==> src/rtl/minesweeper_pkg.sv <==
// Shared board definitions for the minesweeper blocks: cell word layout,
// board address width, mine placer state encodings and a safe-zone helper.
package minesweeper_pkg;

    localparam int CELL_W        = 8;
    localparam int CELL_MINE_BIT = 7;
    localparam int BOARD_AW      = 8;

    localparam logic [CELL_W-1:0] CELL_CLEAR_WORD = 8'h00;
    localparam logic [CELL_W-1:0] CELL_MINE_WORD  = 8'h80;

    // Mine placer states
    localparam logic [2:0] ST_IDLE    = 3'd0;
    localparam logic [2:0] ST_CLEAR   = 3'd1;
    localparam logic [2:0] ST_GEN     = 3'd2;
    localparam logic [2:0] ST_RD      = 3'd3;
    localparam logic [2:0] ST_RD_WAIT = 3'd4;
    localparam logic [2:0] ST_TEST    = 3'd5;
    localparam logic [2:0] ST_WR      = 3'd6;
    localparam logic [2:0] ST_DONE    = 3'd7;

    // True when a signed row or column difference lies in -1..+1
    function automatic logic within_one(input logic signed [8:0] d);
        return (d >= -9'sd1) && (d <= 9'sd1);
    endfunction

endpackage

==> src/rtl/lfsr16.sv <==
// 16-bit Galois LFSR, polynomial x^16+x^14+x^13+x^11 (tap mask 16'hB400).
// next_o is the value the register takes on a step, so a consumer can use
// the freshly stepped value in the same cycle it requests the step.
module lfsr16 #(
    parameter logic [15:0] RESET_VAL = 16'hACE1
) (
    input  logic        clk,
    input  logic        rst,
    input  logic        step,
    input  logic        load,
    input  logic [15:0] seed,
    output logic [15:0] next_o
);

    localparam logic [15:0] TAPS = 16'hB400;

    logic [15:0] lfsr_q;
    logic [15:0] lfsr_d;
    logic [15:0] stepped_s;

    // Next-state selection: load wins over step, otherwise hold
    always_comb begin
        stepped_s = {1'b0, lfsr_q[15:1]} ^ (lfsr_q[0] ? TAPS : 16'h0000);
        if (load) begin
            lfsr_d = seed;
        end else if (step) begin
            lfsr_d = stepped_s;
        end else begin
            lfsr_d = lfsr_q;
        end
    end

    // LFSR state register
    always_ff @(posedge clk or negedge rst) begin
        if (!rst) begin
            lfsr_q <= RESET_VAL;
        end else begin
            lfsr_q <= lfsr_d;
        end
    end

    assign next_o = stepped_s;

endmodule

==> src/rtl/mine_placer.sv <==
// Mine placer: after the first pick, clears the board RAM, then writes
// NUM_MINES distinct mines drawn from an LFSR, never inside the 3x3 zone
// around the start cell, and reports completion on mine_done.
// Optional build macro MINE_FREE_RUN_EN: the LFSR steps every clock instead
// of reloading its seed in IDLE, so the layout depends on selection time.
module mine_placer
#(
    parameter int          ROWS      = 16,
    parameter int          COLS      = 16,
    parameter int          NUM_MINES = 40,
    parameter logic [15:0] LFSR_SEED = 16'hACE1
) (
    input  logic       clk,
    input  logic       rst,
    input  logic       mine_start,
    input  logic [7:0] start_cell_addr,
    output logic [7:0] mem_addr,
    output logic       mem_wr_en,
    output logic [7:0] mem_wr_data,
    input  logic [7:0] mem_rd_data,
    output logic       mine_done,
    output logic [7:0] mines_placed
);

    import minesweeper_pkg::*;

    localparam int                  COL_W      = $clog2(COLS);
    localparam logic [BOARD_AW-1:0] COL_MASK   = 8'(COLS - 1);
    localparam logic [BOARD_AW:0]   BOARD_CELLS = 9'(ROWS * COLS);
    localparam logic [BOARD_AW-1:0] LAST_CELL  = 8'(ROWS * COLS - 1);
    localparam logic [7:0]          MINE_TARGET = 8'(NUM_MINES);

    logic [2:0]          state_q, state_d;
    logic [BOARD_AW-1:0] clr_cnt_q, clr_cnt_d;
    logic [BOARD_AW-1:0] mem_addr_q, mem_addr_d;
    logic                mem_wr_en_q, mem_wr_en_d;
    logic [CELL_W-1:0]   mem_wr_data_q, mem_wr_data_d;
    logic                mine_done_q, mine_done_d;
    logic [7:0]          mines_placed_q, mines_placed_d;

    logic [15:0]         lfsr_next_s;
    logic                lfsr_step_s;
    logic                lfsr_load_s;
    logic [BOARD_AW-1:0] cand_s;
    logic [BOARD_AW-1:0] cand_row_s, cand_col_s, start_row_s, start_col_s;
    logic signed [8:0]   d_row_s, d_col_s;
    logic                cand_ok_s;
    logic                unused_bits_s;

`ifdef MINE_FREE_RUN_EN
    assign lfsr_step_s = 1'b1;
    assign lfsr_load_s = 1'b0;
`else
    assign lfsr_step_s = (state_q == ST_GEN);
    assign lfsr_load_s = (state_q == ST_IDLE);
`endif

    lfsr16 #(
        .RESET_VAL (LFSR_SEED)
    ) u_lfsr (
        .clk    (clk),
        .rst    (rst),
        .step   (lfsr_step_s),
        .load   (lfsr_load_s),
        .seed   (LFSR_SEED),
        .next_o (lfsr_next_s)
    );

    assign cand_s        = lfsr_next_s[BOARD_AW-1:0];
    assign unused_bits_s = ^{lfsr_next_s[15:BOARD_AW], mem_rd_data[CELL_MINE_BIT-1:0]};

    // Candidate filter: on the board and outside the clipped 3x3 safe zone
    always_comb begin
        cand_row_s  = cand_s >> COL_W;
        cand_col_s  = cand_s & COL_MASK;
        start_row_s = start_cell_addr >> COL_W;
        start_col_s = start_cell_addr & COL_MASK;
        d_row_s     = $signed({1'b0, cand_row_s}) - $signed({1'b0, start_row_s});
        d_col_s     = $signed({1'b0, cand_col_s}) - $signed({1'b0, start_col_s});
        if ({1'b0, cand_s} >= BOARD_CELLS) begin
            cand_ok_s = 1'b0;
        end else if (within_one(d_row_s) && within_one(d_col_s)) begin
            cand_ok_s = 1'b0;
        end else begin
            cand_ok_s = 1'b1;
        end
    end

    // Sequencer: next state and next values of all registered outputs
    always_comb begin
        state_d        = state_q;
        clr_cnt_d      = clr_cnt_q;
        mem_addr_d     = mem_addr_q;
        mem_wr_en_d    = 1'b0;
        mem_wr_data_d  = CELL_CLEAR_WORD;
        mine_done_d    = 1'b0;
        mines_placed_d = mines_placed_q;
        if ((state_q != ST_IDLE) && !mine_start) begin
            // Request withdrawn: stop at once, no further writes
            state_d    = ST_IDLE;
            mem_addr_d = 8'd0;
        end else begin
            case (state_q)
                ST_IDLE: begin
                    mem_addr_d = 8'd0;
                    if (mine_start) begin
                        state_d        = ST_CLEAR;
                        clr_cnt_d      = 8'd0;
                        mines_placed_d = 8'd0;
                        mem_wr_en_d    = 1'b1;
                    end else begin
                        state_d = ST_IDLE;
                    end
                end
                ST_CLEAR: begin
                    // clr_cnt_q is the address being written this cycle
                    if (clr_cnt_q == LAST_CELL) begin
                        if (NUM_MINES == 0) begin
                            state_d     = ST_DONE;
                            mine_done_d = 1'b1;
                        end else begin
                            state_d = ST_GEN;
                        end
                    end else begin
                        clr_cnt_d   = clr_cnt_q + 8'd1;
                        mem_addr_d  = clr_cnt_q + 8'd1;
                        mem_wr_en_d = 1'b1;
                    end
                end
                ST_GEN: begin
                    if (cand_ok_s) begin
                        state_d    = ST_RD;
                        mem_addr_d = cand_s;
                    end else begin
                        state_d = ST_GEN;
                    end
                end
                ST_RD: begin
                    state_d = ST_RD_WAIT;
                end
                ST_RD_WAIT: begin
                    state_d = ST_TEST;
                end
                ST_TEST: begin
                    if (mem_rd_data[CELL_MINE_BIT]) begin
                        state_d = ST_GEN;
                    end else begin
                        state_d        = ST_WR;
                        mem_wr_en_d    = 1'b1;
                        mem_wr_data_d  = CELL_MINE_WORD;
                        mines_placed_d = mines_placed_q + 8'd1;
                    end
                end
                ST_WR: begin
                    if (mines_placed_q == MINE_TARGET) begin
                        state_d     = ST_DONE;
                        mine_done_d = 1'b1;
                    end else begin
                        state_d = ST_GEN;
                    end
                end
                ST_DONE: begin
                    mine_done_d = 1'b1;
                end
                default: begin
                    state_d    = ST_IDLE;
                    mem_addr_d = 8'd0;
                end
            endcase
        end
    end

    // State and output registers
    always_ff @(posedge clk or negedge rst) begin
        if (!rst) begin
            state_q        <= ST_IDLE;
            clr_cnt_q      <= 8'd0;
            mem_addr_q     <= 8'd0;
            mem_wr_en_q    <= 1'b0;
            mem_wr_data_q  <= 8'h00;
            mine_done_q    <= 1'b0;
            mines_placed_q <= 8'd0;
        end else begin
            state_q        <= state_d;
            clr_cnt_q      <= clr_cnt_d;
            mem_addr_q     <= mem_addr_d;
            mem_wr_en_q    <= mem_wr_en_d;
            mem_wr_data_q  <= mem_wr_data_d;
            mine_done_q    <= mine_done_d;
            mines_placed_q <= mines_placed_d;
        end
    end

    assign mem_addr     = mem_addr_q;
    assign mem_wr_en    = mem_wr_en_q;
    assign mem_wr_data  = mem_wr_data_q;
    assign mine_done    = mine_done_q;
    assign mines_placed = mines_placed_q;

endmodule
==> config.mk <==
export PLATFORM = sky130hd
export DESIGN_NAME = mine_placer
export DESIGN_NICKNAME = d
export VERILOG_FILES = /design/src/rtl/minesweeper_pkg.sv /design/src/rtl/lfsr16.sv /design/src/rtl/mine_placer.sv
export SDC_FILE = /design/constraint.sdc
export NUM_CORES = 1
export LEC_CHECK = 0
export ABC_AREA = 1
export BUFFER_PORTS_ARGS = -buffer_cell sky130_fd_sc_hd__buf_4
export CORE_MARGIN = 2
export CORE_UTILIZATION = 35
export CTS_BUF_LIST = sky130_fd_sc_hd__clkbuf_8 sky130_fd_sc_hd__clkbuf_16
export DETAILED_ROUTE_END_ITERATION = 10
export PLACE_DENSITY = 0.61
export SLEW_MARGIN = 20
export SYNTH_ARGS = -nofsm -noshare
export SYNTH_HDL_FRONTEND = slang
export SYNTH_SLANG_ARGS = --single-unit
==> constraint.sdc <==
create_clock -name clk -period 5.85 [get_ports clk]
set_clock_uncertainty 0.05 [all_clocks]
set_input_delay 0.585 -clock clk [delete_from_list [all_inputs] [get_ports clk]]
set_output_delay 0.585 -clock clk [all_outputs]
set_load 0.01 [all_outputs]
==> summary.md <==
| Metric | Value |
|---|---|
| Clk Latency, worst-skew pair | `0.30 ns` |
| Cell variety after synth | `34` |
| Residual DRC | `0` |
| Initial antenna violation count | `0` |
| FF-to-FF Start | `u_lfsr.lfsr_q[5]` |
| Die area | `0.008807 sq mm` |
| FF+latch count, synth | `46` |
| Post-cts repair resize count | `0` |
| Hold_ws | `0.2321 ns` |
| IO Pins | `45` |
| Initial DRC count | `94` |
| YS warnings | `0` |
| Vias per inst | `4.663` |
| Root buffer cell | `clkbuf_8` |
| Area grow syn2layout | `12.80%` |
| Setup CP Type | `reg -> reg` |
| Placer Congestion | `0.8098` |
| Slew Limit Fails | `0` |
| Routed wire length | `5.529 mm` |
| Worst setup EP type | `register` |
| Diodes inserted | `0` |
| Reg clk slew, reported paths | `0.09 ns` |
| Final setup margin | `3.525 ns` |
| CTS buffer count | `5` |
| Max transition margin | `0.6131` |
| Fmax | `0.4300 GHz` |
| Pwr dens | `341.4 mW/mm^2` |
| Total track usage | `0.1347` |
| Clk buf depth | `2` |
| Cell count after synthesis | `359` |
| Dpl hpwl | `4.198 mm` |
| Crit-path max FO | `9` |
| H-tree levels | `2` |
| Fin crit share | `0.3975` |
| First-pass GRT wire length | `9.439 mm` |
| Least-Margin Pin Slew | `0.5804 ns` |
| Largest net degree at the start of global routing | `47` |
| TritonRoute pass-1 iters | `4` |
| FF-to-FF End | `mem_addr[4]` |
| Setup violators final | `0` |
| Sequential fraction of the synthesis area | `0.4110` |
| Crit-path slowest cell | `dfstp_2` |
| Place WS | `3.377 ns` |
| CTS sink cnt | `46` |
| Max Cap Violations | `0` |
| Post-CTS Setup Bufs | `0` |
| Run status | `finished, final reports clean` |
| GR Overflow Total | `0` |
| CP Launch Type | `register` |
| Worst path max stage delay | `0.52 ns` |
| Die width | `93.85 um` |
| Starting Density | `0.3637` |
| Die Y | `93.85 um` |
| VDD IR max | `0.1138 mV` |
| Final antenna-violating net count | `0` |
| Crit path time final | `2.325 ns` |
| CTS tree | `built` |
| Pleak | `1.623 nW` |
| Synth Area per Inst | `7.870 sq um` |
| Layout Nets | `421` |
| Hold crit path type | `in -> async` |
| Vias in the first global route | `2128` |
| Worst R2R Setup Slack | `3.52 ns` |
| RSZ-0062 raised after global routing | `false` |
| Required @ worst endpoint | `6.04 ns` |
| Setup TNS | `0 ns` |
| Critical path's most frequent cell | `nand2_1` |
| Endpoints failing hold | `0` |
| Reg2reg path depth | `13` |
| Cell Area, Synth | `0.002825 sq mm` |
| Crit path cell chain | `inv_1 -> ha_1 -> inv_1 -> fa_1 -> inv_1 -> nand2_1 -> nor2_1 -> nand2_1 -> nand2_1 -> nand3_2 -> nand2_4 -> nand3_1 -> nand2_1` |
| Core Box Area | `0.007767 sq mm` |
| Average wire per standard cell | `11.24 um` |
| Port Buffers | `30` |
| Ratio of cells with drive above 1 in the final layout | `0.1897` |
| Row count | `32` |
| Hold_buf cts | `0` |
| Routed vias | `2294` |
| Critical path arrival | `2.52 ns` |
-- synth_stat cells --
cell | n | area share
inv_2 | 6 | 0.0080
or2_2 | 1 | 0.0022
nor3_4 | 1 | 0.0058
inv_1 | 53 | 0.070
mux2i_1 | 1 | 0.0035
nand3_1 | 32 | 0.057
nand3_4 | 1 | 0.0062
nor3b_1 | 1 | 0.0027
dfrtp_1 | 38 | 0.34
nand4_1 | 9 | 0.020
nor2_1 | 32 | 0.043
nor2_4 | 2 | 0.0080
o21ai_4 | 1 | 0.0058
inv_4 | 1 | 0.0022
nand3_2 | 2 | 0.0071
nand2_2 | 4 | 0.0089
o22ai_1 | 8 | 0.018
a22oi_1 | 6 | 0.016
conb_1 | 1 | 0.0013
nor3_1 | 6 | 0.011
dfstp_2 | 8 | 0.074
a21oi_1 | 9 | 0.016
nand2_4 | 2 | 0.0080
nand2_1 | 74 | 0.098
buf_2 | 2 | 0.0035
fa_1 | 2 | 0.014
nor2_2 | 5 | 0.011
xnor2_1 | 3 | 0.0093
buf_6 | 3 | 0.012
buf_4 | 8 | 0.021
o21ai_0 | 19 | 0.034
o21ai_1 | 3 | 0.0053
ha_1 | 11 | 0.049
o21ai_2 | 4 | 0.012
-- metal layers --
layer  routed length (um)  up-vias  track usage
li1                     -     1211            -
met1                 2684     1040       0.1808
met2                 2599       41       0.2214
met3                  219        2      0.03451
met4                   26        0      0.02536
met5                    0        -            0
-- state kept, by name, summed over array words and instances, names as in the netlist --
name / count
mine_done: 1
mem_wr_data: 1
mem_wr_en: 1
state_q: 3
mem_addr: 8
mines_placed: 8
u_lfsr.lfsr_q: 16
clr_cnt_q: 8
-- critical path: cells and delay by family, from the launching register on --
family | cells | cell delay, ns
and+or+nand+nor | 8 | 0.80
adders and majority gates | 2 | 0.60
DFF | 1 | 0.52
buffers and inverters | 3 | 0.25
-- worst max path at each step --
stage,slack [ns],start,depth (start not counted),endpoint
3_3_place_gp,3.41,start_cell_addr[0],13,mem_addr[3]
4_1_cts,3.50,u_lfsr.lfsr_q[5],13,mem_addr[4]
6_report,3.52,u_lfsr.lfsr_q[5],13,mem_addr[4]
2_1_floorplan,3.70,start_cell_addr[4],13,mem_addr[0]
5_1_grt,3.29,u_lfsr.lfsr_q[1],15,mem_addr[1]
3_5_place_dp,3.38,start_cell_addr[0],13,mem_addr[4]
-- cell families (layout without fill, tap and decap cells) --
kind of cell,count (synthesis),after routing,share of synthesized area
buffers and inverters,73,98,0.1174
DFF,46,46,0.4110
and+or+nand+nor,172,172,0.2879
xor gates and xnor gates,3,3,0.009302
other,1,7,0.001327
muxes,1,1,0.003543
AOI/OAI and AO/OA,50,50,0.1067
adders and majority gates,13,13,0.06289
-- cells in the final DEF, fill, tap and decap left out, types with 3 or more instances in the layout --
master    instances
dfrtp_1          38
o22ai_1           8
conb_1            7
dfstp_2           8
nand2_1          74
inv_1            55
nor2_1           32
buf_4            30
clkbuf_8          6
nand3_1          32
inv_2             6
nand4_1           9
nor2_2            5
ha_1             11
a21oi_1           9
nor3_1            6
a22oi_1           6
nand2_2           4
o21ai_1           3
xnor2_1           3
o21ai_2           4
o21ai_0          19
-- power breakdown --
part	leakage (nW)	internal, mW	switching [mW]	total, mW
Clock	0.0538	0.0931	0.106	0.199
Combinational	0.964	0.159	0.281	0.440
Sequential	0.605	0.392	0.0561	0.448
-- metrics by stage --
step	power (mW)	utilization	area, sq um	std cells
2_1_floorplan	0.8050	-	2848	365
3_3_place_gp	0.8862	0.3987	3097	484
3_5_place_dp	0.8985	0.3987	3097	484
4_1_cts	1.101	0.4103	3187	492
5_1_grt	1.179	0.4103	3187	492
6_report	1.088	0.4103	3187	492
-- cell type report --
cell class	count	area (sq um)
flip-flops and latches	46	1161
well taps	102	127.6
clock buffers	6	82.58
clock inverters	2	7.507
multi-input cells	246	1355
inverters	60	227.7
repair buffers	30	225.2
fillers	810	4581
Power figures use the tool's default switching activity.
